File: src/rtl/ir_sched_pkg.sv
// Shared types and constants for the AC IR command scheduler.
package ir_sched_pkg;

    typedef enum logic [1:0] {
        IDLE,
        LAUNCH,
        WAIT_DONE,
        GAP
    } state_t;

    localparam int IR_W35 = 35;
    localparam int IR_W32 = 32;

    // 100 MHz core: 40 ms gap, 250 ms transmit watchdog
    localparam int DEF_NUM_REQ        = 3;
    localparam int DEF_REPEAT         = 1;
    localparam int DEF_GAP_CYCLES     = 4000000;
    localparam int DEF_TIMEOUT_CYCLES = 25000000;

    localparam logic [IR_W35-1:0] PWR_OFF_35 = 35'b10000010000100000000010000001010010;
    localparam logic [IR_W32-1:0] PWR_OFF_32 = 32'b00001000000001000000000000000110;

    function automatic int cnt_width(input int n);
        return (n > 1) ? $clog2(n) : 1;
    endfunction

endpackage

File: src/rtl/ir_rr_arbiter.sv
// Combinational round-robin pick: first asserted valid at or above rr_ptr, wrapping mod NUM_REQ.
module ir_rr_arbiter
    import ir_sched_pkg::*;
#(
    parameter int NUM_REQ = DEF_NUM_REQ,
    parameter int IDX_W   = cnt_width(NUM_REQ)
) (
    input  logic [NUM_REQ-1:0] valid,
    input  logic [IDX_W-1:0]   rr_ptr,
    output logic [NUM_REQ-1:0] grant,
    output logic [IDX_W-1:0]   idx,
    output logic               grant_any
);

    int k;

    always_comb begin
        grant     = '0;
        idx       = '0;
        grant_any = 1'b0;
        k         = 0;
        for (int i = 0; i < NUM_REQ; i++) begin
            k = int'(rr_ptr) + i;
            if (k >= NUM_REQ) begin
                k = k - NUM_REQ;
            end
            if (!grant_any && valid[k]) begin
                grant_any = 1'b1;
                grant[k]  = 1'b1;
                idx       = IDX_W'(k);
            end
        end
    end

endmodule

File: src/rtl/ir_cmd_scheduler.sv
// Round-robin AC IR command scheduler: launch, watchdog, repeat and inter-frame gap.
// Build option IR_SCHED_DEDUP_EN drops a request identical to the last successfully sent frame.
module ir_cmd_scheduler
    import ir_sched_pkg::*;
#(
    parameter int NUM_REQ        = DEF_NUM_REQ,
    parameter int REPEAT         = DEF_REPEAT,
    parameter int GAP_CYCLES     = DEF_GAP_CYCLES,
    parameter int TIMEOUT_CYCLES = DEF_TIMEOUT_CYCLES
) (
    input  logic                      clk,
    input  logic                      rst,
    input  logic [NUM_REQ-1:0]        req_valid,
    input  logic [NUM_REQ*IR_W35-1:0] req_data35,
    input  logic [NUM_REQ*IR_W32-1:0] req_data32,
    output logic [NUM_REQ-1:0]        req_ready,
    output logic                      tx_start,
    output logic [IR_W35-1:0]         tx_data35,
    output logic [IR_W32-1:0]         tx_data32,
    input  logic                      tx_busy,
    input  logic                      tx_done,
    output logic                      busy,
    output logic                      err_timeout,
    output logic [15:0]               frame_cnt
);

    localparam int IDX_W = cnt_width(NUM_REQ);
    localparam int GAP_W = cnt_width(GAP_CYCLES + 1);
    localparam int WD_W  = cnt_width(TIMEOUT_CYCLES);

    state_t             state;
    state_t             state_nxt;
    logic [IDX_W-1:0]   rr_ptr;
    logic [IDX_W-1:0]   win_idx;
    logic [IDX_W-1:0]   arb_idx;
    logic [NUM_REQ-1:0] arb_grant;
    logic               arb_any;
    logic [3:0]         rep_cnt;
    logic [GAP_W-1:0]   gap_cnt;
    logic [WD_W-1:0]    wdog;
    logic               timed_out;
    logic [IR_W35-1:0]  sel35;
    logic [IR_W32-1:0]  sel32;
    logic               dup_hit;
    logic               accept;
    logic               tmo;
    logic               gap_end;
    logic               more;
    logic               finish;

    function automatic logic [IDX_W-1:0] next_idx(input logic [IDX_W-1:0] i);
        return (int'(i) == NUM_REQ - 1) ? '0 : i + 1'b1;
    endfunction

    ir_rr_arbiter #(
        .NUM_REQ (NUM_REQ),
        .IDX_W   (IDX_W)
    ) u_arb (
        .valid     (req_valid),
        .rr_ptr    (rr_ptr),
        .grant     (arb_grant),
        .idx       (arb_idx),
        .grant_any (arb_any)
    );

    assign sel35 = req_data35[int'(arb_idx)*IR_W35 +: IR_W35];
    assign sel32 = req_data32[int'(arb_idx)*IR_W32 +: IR_W32];

`ifdef IR_SCHED_DEDUP_EN
    logic              last_vld;
    logic [IR_W35-1:0] last35;
    logic [IR_W32-1:0] last32;

    always_ff @(posedge clk or posedge rst) begin
        if (rst) begin
            last_vld <= 1'b0;
            last35   <= '0;
            last32   <= '0;
        end else if (finish && !timed_out) begin
            last_vld <= 1'b1;
            last35   <= tx_data35;
            last32   <= tx_data32;
        end
    end

    assign dup_hit = last_vld && (sel35 == last35) && (sel32 == last32);
`else
    assign dup_hit = 1'b0;
`endif

    // A timed-out command abandons its remaining repeats.
    assign more   = !timed_out && (int'(rep_cnt) < REPEAT - 1);
    assign finish = gap_end && !more;
    assign busy   = (state != IDLE);

    always_comb begin
        state_nxt = state;
        req_ready = '0;
        tx_start  = 1'b0;
        accept    = 1'b0;
        tmo       = 1'b0;
        gap_end   = 1'b0;
        case (state)
            IDLE: begin
                if (arb_any) begin
                    req_ready = arb_grant;
                    accept    = 1'b1;
                    state_nxt = dup_hit ? IDLE : LAUNCH;
                end
            end
            LAUNCH: begin
                if (!tx_busy) begin
                    tx_start  = 1'b1;
                    state_nxt = WAIT_DONE;
                end
            end
            WAIT_DONE: begin
                // done has priority over a watchdog expiring in the same cycle
                if (tx_done) begin
                    state_nxt = GAP;
                end else if (wdog == WD_W'(TIMEOUT_CYCLES - 1)) begin
                    tmo       = 1'b1;
                    state_nxt = GAP;
                end
            end
            GAP: begin
                if (gap_cnt <= GAP_W'(1)) begin
                    gap_end   = 1'b1;
                    state_nxt = more ? LAUNCH : IDLE;
                end
            end
            default: state_nxt = IDLE;
        endcase
    end

    always_ff @(posedge clk or posedge rst) begin
        if (rst) begin
            state       <= IDLE;
            rr_ptr      <= '0;
            win_idx     <= '0;
            rep_cnt     <= '0;
            gap_cnt     <= '0;
            wdog        <= '0;
            timed_out   <= 1'b0;
            err_timeout <= 1'b0;
            frame_cnt   <= '0;
            tx_data35   <= '0;
            tx_data32   <= '0;
        end else begin
            state <= state_nxt;

            if (accept) begin
                tx_data35 <= sel35;
                tx_data32 <= sel32;
                win_idx   <= arb_idx;
                rep_cnt   <= '0;
                timed_out <= 1'b0;
                if (dup_hit) begin
                    rr_ptr <= next_idx(arb_idx);
                end
            end

            if (tx_start) begin
                wdog <= '0;
            end else if (state == WAIT_DONE) begin
                wdog <= wdog + 1'b1;
            end

            if (state == WAIT_DONE && state_nxt == GAP) begin
                gap_cnt <= GAP_W'(GAP_CYCLES);
            end else if (state == GAP) begin
                gap_cnt <= gap_cnt - 1'b1;
            end

            if (tmo) begin
                timed_out   <= 1'b1;
                err_timeout <= 1'b1;
            end

            if (gap_end && more) begin
                rep_cnt <= rep_cnt + 4'd1;
            end

            if (finish) begin
                rr_ptr <= next_idx(win_idx);
                if (!timed_out) begin
                    frame_cnt <= frame_cnt + 16'd1;
                end
            end
        end
    end

endmodule

File: config.mk
export PLATFORM = sky130hd
export DESIGN_NAME = ir_cmd_scheduler
export DESIGN_NICKNAME = d
export VERILOG_FILES = /design/src/rtl/ir_sched_pkg.sv /design/src/rtl/ir_rr_arbiter.sv /design/src/rtl/ir_cmd_scheduler.sv
export SDC_FILE = /design/constraint.sdc
export NUM_CORES = 1
export LEC_CHECK = 0
export ABC_AREA = 0
export BUFFER_PORTS_ARGS = -buffer_cell sky130_fd_sc_hd__buf_2
export CORE_MARGIN = 1
export CORE_UTILIZATION = 30
export DETAILED_ROUTE_END_ITERATION = 6
export PLACE_DENSITY = 0.6
export SYNTH_ARGS = -nofsm -noshare
export SYNTH_HDL_FRONTEND = slang
export SYNTH_HIERARCHICAL = 1
export SYNTH_SLANG_ARGS = --single-unit
File: constraint.sdc
create_clock -name clk -period 5.3 [get_ports clk]
set_input_delay 0.53 -clock clk [delete_from_list [all_inputs] [get_ports clk]]
set_output_delay 0.53 -clock clk [all_outputs]
set_load 0.02 [all_outputs]
**Yosys cells after proc, flatten, opt, wreduce, memory -nomap -nowiden**

Index checks and enable logic that the tools add are counted.

- Multiplexer cells: 51
- $lt $le $gt $ge: 10
- Equality and inequality tests: 6
- Bitwise logic cells: 3
- Multiply operators: 1
- Reductions and logical operators: 14
- Shift operators: 2
- Add/subtract/negate cells: 9

Operator list:

| cell | number |
|---|---|
| 105-bit by 9-bit indexed part select with 35-bit output | 1 |
| 32-bit by 1-bit >= comparator with 1-bit output, second input constant | 3 |
| 32-bit by 4-bit less-than comparator with 1-bit output, second input constant | 3 |
| 32-bit 2-to-1 mux | 3 |
| 96-bit by 8-bit indexed part select with 32-bit output | 1 |
| 32-bit by 3-bit >= comparator with 1-bit output, second input constant | 2 |
| 32-bit by 3-bit subtractor with 32-bit output, second input constant | 2 |
| 25-bit 2-to-1 mux | 2 |
| 22-bit 2-to-1 mux | 2 |
| 25-bit by 1-bit adder with 25-bit output, second input constant | 1 |
| 25-bit equality test, second input constant | 1 |
| 1-bit 2-to-1 mux | 23 |
| 22-bit by 1-bit <= comparator with 1-bit output, second input constant | 1 |
| 22-bit by 1-bit subtractor with 22-bit output, second input constant | 1 |
| 2-bit 2-to-1 mux | 9 |
| 16-bit by 1-bit adder with 16-bit output, second input constant | 1 |
| 3-bit 2-to-1 mux | 5 |
| 2-bit equality test, second input constant | 4 |
| 2-bit by 6-bit multiplier with 8-bit output, second input constant | 1 |
| 2-bit case mux with 4 select lines | 1 |
| 2-bit nonzero test | 4 |
| 1-bit binary-select mux with 2-bit select | 3 |
| 1-bit demux with 2-bit select | 3 |
| 1-bit logical AND | 6 |
| other kinds (11) | 13 |

- Register bits: 138
- Output and inout port bits: 89

**Depth between registers and ports, before layout**

Gate-level depths: netlist (run 1).

- Depth after elaboration: 17
- Depth in mapped cells: 14

**By module**

Netlist (run 1), hierarchy kept.

By module, submodules not included:

| module | cells each | area each (µm²) | seq. area each (µm²) | times used |
|---|---|---|---|---|
| ir_cmd_scheduler | 787 | 7184.4 | 3453.3 | 1 |
| ir_rr_arbiter | 47 | 361.6 | 0.0 | 1 |

**Least setup slack after synthesis (run 1)**

OpenSTA, ideal clock, no wires.

- Path type: reg-to-reg
- Start: reg rr_ptr[0]
- End: reg tx_data32[0]
- Data arrival time: 2.599 ns
- Path buffers: 4
- Required time: 5.223 ns
- Path slack: 2.623 ns
- Cell stages (with the launch flop): 13
- Path through: dfrtp_1 > inv_1 > ha_1 > buf_6 > nor4b_1 > o21ai_0 > a21oi_1 > clkbuf_1 > nor2b_1 > clkbuf_1 > clkbuf_1 > a21oi_1 > a21oi_1

RTL lines:

| element | line | source |
|---|---|---|
| from (decl) | ir_cmd_scheduler.sv:33 | `logic [IDX_W-1:0] rr_ptr;` |
| from (signal assigned) | ir_cmd_scheduler.sv:159 | `rr_ptr <= next_idx(arb_idx);` |
| from (signal assigned) | ir_cmd_scheduler.sv:185 | `rr_ptr <= next_idx(win_idx);` |
| branches (longest 11 deep; another with 32-bit by 3-bit subtractor with 32-bit output) | -- |  |
| 2-bit 2-to-1 mux * | ir_rr_arbiter.sv:27 | `if (!grant_any && valid[k]) begin` |
| net arb_idx[0] | ir_cmd_scheduler.sv:35 | `logic [IDX_W-1:0] arb_idx;` |
| 96-bit by 8-bit indexed part select with 32-bit output * | ir_cmd_scheduler.sv:67 | `assign sel32 = req_data32[int'(arb_idx)*IR_W32 +: IR_W32];` |
| to (signal assigned) | ir_cmd_scheduler.sv:154 | `tx_data32 <= sel32;` |
| to (decl) | ir_cmd_scheduler.sv:19 | `output logic [IR_W32-1:0] tx_data32,` |

Mark *: on every way through the listed nets, which the timed path passes. The select of a mux whose other input is x is not followed.
A chain may end at the register's enable or synchronous reset.

**Final worst setup path (run 1)**

- Start: reg rr_ptr[1]
- End: reg tx_data35[16]

- Word-level cells in the longest chain between the ends: 14

RTL lines:

| element | line | source |
|---|---|---|
| branches (longest 11 deep; another with 32-bit by 3-bit subtractor with 32-bit output) | -- |  |
| 2-bit 2-to-1 mux * | ir_rr_arbiter.sv:27 |  |
| net arb_idx[1] | ir_cmd_scheduler.sv:35 |  |
| 2-bit by 6-bit multiplier with 8-bit output * | ir_cmd_scheduler.sv:66 | `assign sel35 = req_data35[int'(arb_idx)*IR_W35 +: IR_W35];` |
| 105-bit by 9-bit indexed part select with 35-bit output * | ir_cmd_scheduler.sv:66 |  |
| to (signal assigned) | ir_cmd_scheduler.sv:153 | `tx_data35 <= sel35;` |
| to (decl) | ir_cmd_scheduler.sv:18 | `output logic [IR_W35-1:0] tx_data35,` |

Marked as above.

==> results.yml, run 1 <==
yosys:
  synthCells: 834
  register_area_share_after_synthesis: 0.458
  asyncSetResetFlopFracSynth: 1.00
  main_flop_type_after_synthesis: "dfrtp_1"
  yosys-top-cells-area: "dfrtp_1 (46%), mux2i_1 (9.9%), a21oi_1 (9.3%)"
  synth_warnings: 6
  synth.lib_cells_used.distinct: 61
  synth_enable_flop_cells: 0
  synth_fp_nets: 1050
  number_of_register_bits_inferred_by_synthesis: 138
  synth_mux_area_frac: 0.110
  fraction_of_synthesized_cell_area_in_xor_and_xnor_cells: 0.0418
  synth_simple_gate_area_share: 0.201
  post-synth-top-area-fraction: 0.458
  syn_area_sq_um: 7550
  post_synth_fa_ha_maj_area_fraction: 0.0133
  largest_family_of_logic_cells_by_synthesized_area: "simple AND/OR/NAND/NOR gates"
  yosys.area.top_type: "dfrtp_1"
  synth_compound_gate_area_share: 0.142
  synth.avg_cell_area_sq_um: 9.05
clock_tree:
  clk_transition_reported_paths_ns: 0.06
  cts_resized: 0
  tritoncts: "built"
  cts_bufs_inserted: 17
  post-cts-setup-buffers: 0
  cts_htree_levels: 4
  worstSkewPairLatency_ns: 0.42
  cts.sinks: 138
  ctsLongestPathBuffers: 2
  postCtsHoldBufs: 0
  cts_root_buf: "clkbuf_16"
routing:
  vias_per_cell: 4.84
  vias_post_dr: 6992
  postRouteAntennaNets: 0
  remaining_drc_errors: 0
  firstDrtPassIters: 7
  first_iteration_detailed_routing_drc_count: 350
  drt_total_wl_um: 21500
  avgRoutedWirePerCell_um: 14.9
power:
  ir_worst_vdd_mv: 0.141
  leakage_nw: 4.55
  power_density_nw_per_um2: 272
setup_path:
  end_kind: "flop"
  crit_required_ns: 5.63
  cp_max_fo: 44
  setup.worst_path.start_class: "flop"
  worst_r2r_path_cells: 11
  r2r-start: "rr_ptr[1]"
  worst_setup_path_startpoint: "rr_ptr[1]"
  crit_type: "flop to flop"
  critPathArrivalTime_ns: 3.84
sta:
  max_slew_margin: 0.262
  number_of_endpoints_with_negative_hold_slack_in_the_final_report: 0
  period_minus_slack_ns: 3.51
  timing.setup.tns_ns: 0
  finClkSkew_ns: 0.0111
  tightestPinTransition_ns: 1.10
  final-max-slew-violation-count: 0
  finalSetupViolations: 0
  achievable-frequency_mhz: 285
  finalCritPeriodShare: 0.662
  setup_repair_after_global_routing_missed_its_margin: "false"
die:
  top_level_ports: 297
  die_area_sq_um: 25800
  placement_rows: 57
  start_util: 0.308
  fp.dieH_um: 161
  die_width_um: 161
  placeableCoreArea_sq_um: 24500
placed_design:
  gp_routability_congestion: 0.845
  port-buffer-count: 296
  dp_hpwl_um: 15800
global_routing:
  grt_residual_overflow: 0
  grt_first_pass_wirelength_um: 34800
  gr-usage-all-layers: 0.170
  initial_antenna_violation_count: 1
  first_global_vias: 6913
  largest_net_degree_at_the_start_of_global_routing: 92
cells_and_area:
  layout.nets: 1324
  synthToLayoutAreaGrowth_pct: 31.5
  final_core_util: 0.406
  final_layout_size_suffix_gt1_frac: 0.320
flow_run:
  maxCapViolCount: 0
min_path:
  hold_path.class: "input port to async pin"
status:
  outcome: "finished, final reports clean"
## worst max-delay path, stage by stage (launching register included)
cell and delay, ns:
dfrtp_1 0.41, inv_1 0.09, ha_1 0.38, mux2i_1 0.27, o21ai_0 0.13, a21oi_1 0.27, o21ai_4 0.06, buf_4 0.24
nor2b_4 0.89, buf_4 0.42, a21oi_1 0.11, a21oi_1 0.16
## Yosys cell counts (2+ instances only)
master and n:
or3_2 2, buf_1 7, xnor2_1 17, a21oi_1 140, and3_1 5, nor4_2 4
inv_1 13, or2_2 2, nand2b_1 4, o21bai_1 2, o21ai_0 22, buf_4 2
ha_1 8, and4_1 4, buf_6 2, or3_1 7, nor3_1 9, clkbuf_1 32
mux2_2 3, buf_2 4, mux2i_4 2, mux2i_1 75, nand4_1 12, nor4b_1 4
and2_1 3, nand2_1 41, o211ai_1 11, nor4_1 7, nand3_1 27, nand3b_1 3
xor2_1 19, o22ai_1 2, o31ai_1 8, nor2b_1 3, nor2_1 165, dfrtp_1 138
## area by class of cell
type                            count  area (sq um)
Fill cell                        2494         14500
Multi-Input combinational cell    634          3870
Sequential cell                   138          3450
Timing Repair Buffer              303          1530
Clock buffer                       22           464
Tap cell                          324           405
Clock inverter                     10           141
Inverter                           14          57.6
Antenna cell                        1          2.50
## metrics by stage
| step | hold slack (ns) | power (W) | instance area (sq um) | setup WS [ns] | cells |
|---|---|---|---|---|---|
| 2_1_floorplan | 0.444 | 0.00133 | 7550 | 1.07 | 834 |
| 3_3_place_gp | 0.454 | 0.00150 | 9320 | 1.87 | 1413 |
| 3_5_place_dp | 0.458 | 0.00150 | 9320 | 1.78 | 1413 |
| 4_1_cts | 0.314 | 0.00275 | 9920 | 1.78 | 1445 |
| 5_1_grt | 0.334 | 0.00283 | 9920 | 1.44 | 1446 |
| 6_report | 0.260 | 0.00270 | 9920 | 1.79 | 1446 |
## placed cells by master, fill, tap and decap left out, types with 3 or more instances in the layout
master / Yosys / routed
buf_2: 4 / 296
nor2_1: 165 / 164
a21oi_1: 140 / 139
dfrtp_1: 138 / 138
mux2i_1: 75 / 75
nand2_1: 41 / 41
nand3_1: 27 / 27
o21ai_0: 22 / 21
xor2_1: 19 / 19
xnor2_1: 17 / 17
clkbuf_16: 0 / 17
inv_1: 13 / 12
nand4_1: 12 / 12
o211ai_1: 11 / 11
nor3_1: 9 / 9
o31ai_1: 8 / 8
ha_1: 8 / 8
nor4_1: 7 / 7
or3_1: 7 / 7
buf_4: 2 / 7
and3_1: 5 / 5
nand2b_1: 4 / 4
nor4_2: 4 / 4
and4_1: 4 / 4
nor4b_1: 4 / 4
nand3b_1: 3 / 3
and2_1: 3 / 3
mux2_2: 3 / 3
clkbuf_1: 32 / 3
bufinv_16: 0 / 3
## layer usage
layer	wire [um]	GRT usage	vias up	part of all wire
met5	0	0	-	0
met4	261	0.0593	0	0.012
met3	1200	0.0385	19	0.056
met2	10300	0.277	213	0.48
met1	9750	0.220	3294	0.45
li1	-	-	3466	-
## sequential cells by signal, summed over array words and instances, names as in the netlist
signal       flops
state            2
frame_cnt       16
gap_cnt         22
wdog            25
err_timeout      1
rr_ptr           2
timed_out        1
tx_data32       32
win_idx          2
tx_data35       35
## worst paths after layout
path                                      end  slack [ns]
worst min register to register    err_timeout        0.47
min in group clk                    timed_out        0.35
worst min-delay path            tx_data35[12]        0.26
max in group asynchronous       tx_data35[22]        3.83
worst max-delay path            tx_data35[16]        1.79
worst max register to register  tx_data35[16]        1.79
## cells by family after synthesis
kind of cell,Yosys count
XOR/XNOR,36
buffers and inverters,62
AO/OA/AOI/OAI,196
flip-flops,138
multiplexers,80
AND/OR/NAND/NOR,314
adder cells (fa/ha/maj),8
## report_power, final
| part | total (W) | switching [W] | internal, W |
|---|---|---|---|
| logic | 0.000365 | 0.000215 | 0.000150 |
| registers | 0.00112 | 0.0000207 | 0.00109 |
| clock network | 0.00122 | 0.000453 | 0.000767 |
(Power assumes the default switching activity.)
==> run 2: changes to the inputs <==
--- a/config.mk
+++ b/config.mk
@@ -5,12 +5,12 @@
 export SDC_FILE = /design/constraint.sdc
 export NUM_CORES = 1
 export LEC_CHECK = 0
-export ABC_AREA = 0
+export ABC_AREA = 1
 export BUFFER_PORTS_ARGS = -buffer_cell sky130_fd_sc_hd__buf_2
 export CORE_MARGIN = 1
 export CORE_UTILIZATION = 30
 export DETAILED_ROUTE_END_ITERATION = 6
-export PLACE_DENSITY = 0.6
+export PLACE_DENSITY = 0.61
 export SYNTH_ARGS = -nofsm -noshare
 export SYNTH_HDL_FRONTEND = slang
 export SYNTH_HIERARCHICAL = 1
==> constraint.sdc (replaced) <==
create_clock -name clk -period 2.9 [get_ports clk]
set_input_delay 0.29 -clock clk [delete_from_list [all_inputs] [get_ports clk]]
set_output_delay 0.29 -clock clk [all_outputs]
set_load 0.02 [all_outputs]
==> results.yml, run 2 <==
global_routing:
  gr-usage-all-layers: 0.204
  largest_net_degree_at_the_start_of_global_routing: 69
  grt_first_pass_wirelength_um: 45800
  grt_residual_overflow: 0
  initial_antenna_violation_count: 0
  first_global_vias: 8759
sta:
  achievable-frequency_mhz: 372
  final.setup.worst_slack_ns: 0.209
  number_of_endpoints_with_negative_hold_slack_in_the_final_report: 0
  timing.setup.tns_ns: 0
  finClkSkew_ns: 0.0148
  period_minus_slack_ns: 2.69
  setup_repair_after_global_routing_missed_its_margin: "false"
  tightestPinTransition_ns: 0.656
  max_slew_margin: 0.562
  finalSetupViolations: 0
  finalCritPeriodShare: 0.928
  final-max-slew-violation-count: 0
yosys:
  yosysMostFrequentCell: "nor2_1"
  synth.avg_cell_area_sq_um: 6.93
  yosys.area.top_type: "dfrtp_1"
  synth_warnings: 6
  main_flop_type_after_synthesis: "dfrtp_1"
  asyncSetResetFlopFracSynth: 1.00
  netlist_top_cells_count: "nor2_1 (309), nand2_1 (221), dfrtp_1 (138)"
  yosys-top-cells-area: "dfrtp_1 (42%), nor2_1 (14%), nand2_1 (10%)"
  register_area_share_after_synthesis: 0.420
  synth.lib_cells_used.distinct: 36
  post-synth-top-area-fraction: 0.420
  syn_area_sq_um: 8230
  synth_fp_nets: 1403
  synthCells: 1187
  number_of_register_bits_inferred_by_synthesis: 138
  synth_enable_flop_cells: 0
routing:
  firstDrtPassIters: 5
  avgRoutedWirePerCell_um: 15.7
  vias_post_dr: 9081
  postRouteAntennaNets: 0
  vias_per_cell: 4.97
  first_iteration_detailed_routing_drc_count: 625
  drt_total_wl_um: 28700
  remaining_drc_errors: 0
cells_and_area:
  synthToLayoutAreaGrowth_pct: 32.1
  most-common-layout-cells: "nor2_1 (308), buf_2 (296), nand2_1 (219)"
  leading_cell_type_in_the_layout_fill_and_taps_excluded: "nor2_1"
  number_of_antenna_repair_diodes: 0
  final_layout_size_suffix_gt1_frac: 0.255
  finalInstanceArea_sq_um: 10900
  max_ffs_per_register: 35
  max_flop_register: "tx_data35"
  layout.nets: 1689
  biggestRegsByFlops: "tx_data35: 35 flops, tx_data32: 32 flops, wdog: 25 flops"
  fillers: 2846
clock_tree:
  cts_root_buf: "clkbuf_16"
  cts_resized: 0
  cts_bufs_inserted: 17
  postCtsHoldBufs: 1
  post-cts-setup-buffers: 0
  cts.sinks: 138
  cts_htree_levels: 4
  worstSkewPairLatency_ns: 0.42
  ctsLongestPathBuffers: 2
  tritoncts: "built"
  clk_transition_reported_paths_ns: 0.06
power:
  ir_worst_vdd_mv: 0.379
  leakage_nw: 5.77
  power_density_nw_per_um2: 438
min_path:
  hold_path.class: "input port to flop"
  timing.hold.worst.start: "req_data35[76]"
  hold_depth: 3
  holdPathEnd: "tx_data35[6]"
die:
  placement_rows: 60
  start_util: 0.305
  die_area_sq_um: 28100
  fp.dieH_um: 168
  die_width_um: 168
  placeableCoreArea_sq_um: 27000
  top_level_ports: 297
setup_path:
  rr_endpoint: "tx_data35[31]"
  critPathArrivalTime_ns: 2.98
  r2r-start: "rr_ptr[0]"
  crit_type: "flop to flop"
  setup.worst_path.start_class: "flop"
  crit_required_ns: 3.19
  worst_r2r_path_cells: 13
  end_kind: "flop"
  cp_max_fo: 14
  timing.reg2reg.setup_slack_ns: 0.21
placed_design:
  post_placement_setup_slack_ns: 0.288
  dp_hpwl_um: 20700
  dpl_cell_area_sq_um: 10200
  gp_routability_congestion: 0.902
  port-buffer-count: 296
status:
  outcome: "finished, final reports clean"
flow_run:
  maxCapViolCount: 0
-- run 2: cell types whose count changed in the layout (fill, tap and decap cells not counted), sizes merged, moves of 20 or more --
cell,change
mux2i,-76
nand2,+187
nor2,+149
a21oi,-20
o21ai,+47
nand3,+31
inv,+81
nand4,+25
o32ai,+20
-- run 2: power breakdown --
part           leakage [nW]  switching, W  internal (W)
sequential             1.82             0       0.00193
clock                 0.316      0.000896       0.00157
combinational          3.64      0.000205      0.000161
total                  5.77       0.00110       0.00366
-- run 2: worst max path at each step --
stage	from	to	slack, ns	depth (start not counted)
after floorplan	rr_ptr[0]	tx_data32[14]	0.56	14
after global placement	rr_ptr[0]	tx_data35[31]	0.30	13
after detailed placement	rr_ptr[0]	tx_data32[27]	0.29	13
after CTS	rr_ptr[0]	tx_data35[31]	0.27	13
after global routing	rr_ptr[0]	tx_data35[31]	0.06	13
final	rr_ptr[0]	tx_data35[31]	0.21	13
-- run 2: area by class of cell --
class	instances	area, sq um	share of cell area
multi-input cells	899	4210	0.387
well taps	341	427	0.0393
repair buffers	320	1760	0.162
clock buffers	20	457	0.0420
flip-flops and latches	138	3450	0.318
clock inverters	11	194	0.0178
inverters	97	368	0.0338
-- run 2: kinds of logic after synthesis --
group | count (synthesis) | synth area share
simple gates | 651 | 0.330
compound gates | 221 | 0.147
buf+inv | 150 | 0.0707
flops | 138 | 0.420
xor+xnor | 18 | 0.0192
fa+ha+maj | 8 | 0.0122
mux | 1 | 0.00122
-- run 2: metal layers --
metal  share of wire  GRT usage  up-vias
li1                -          -     4444
met1            0.45      0.264     4330
met2            0.49      0.345      266
met3           0.048     0.0404       41
met4           0.016     0.0558        0
met5               0          0        -
-- run 2: metrics by stage --
| stage | power [W] | hold slack [ns] | instances | utilization |
|---|---|---|---|---|
| after global placement | 0.00232 | 0.412 | 1794 | 0.379 |
| after detailed placement | 0.00233 | 0.421 | 1794 | 0.379 |
| after floorplan | 0.00211 | 0.431 | 1187 | - |
| final | 0.00476 | 0.143 | 1826 | 0.403 |
| after CTS | 0.00482 | 0.124 | 1826 | 0.403 |
| after global routing | 0.00492 | 0.136 | 1826 | 0.403 |
-- run 2: critical path: stages, from the launching register on --
cell     delay, ns
dfrtp_1       0.39
inv_1         0.08
ha_1          0.38
inv_1         0.12
nand2_1       0.06
nand3_1       0.08
nand2_2       0.08
inv_2         0.08
nand4_1       0.12
nand2_2       0.25
inv_2         0.19
buf_4         0.23
o21ai_0       0.36
a21oi_1       0.13
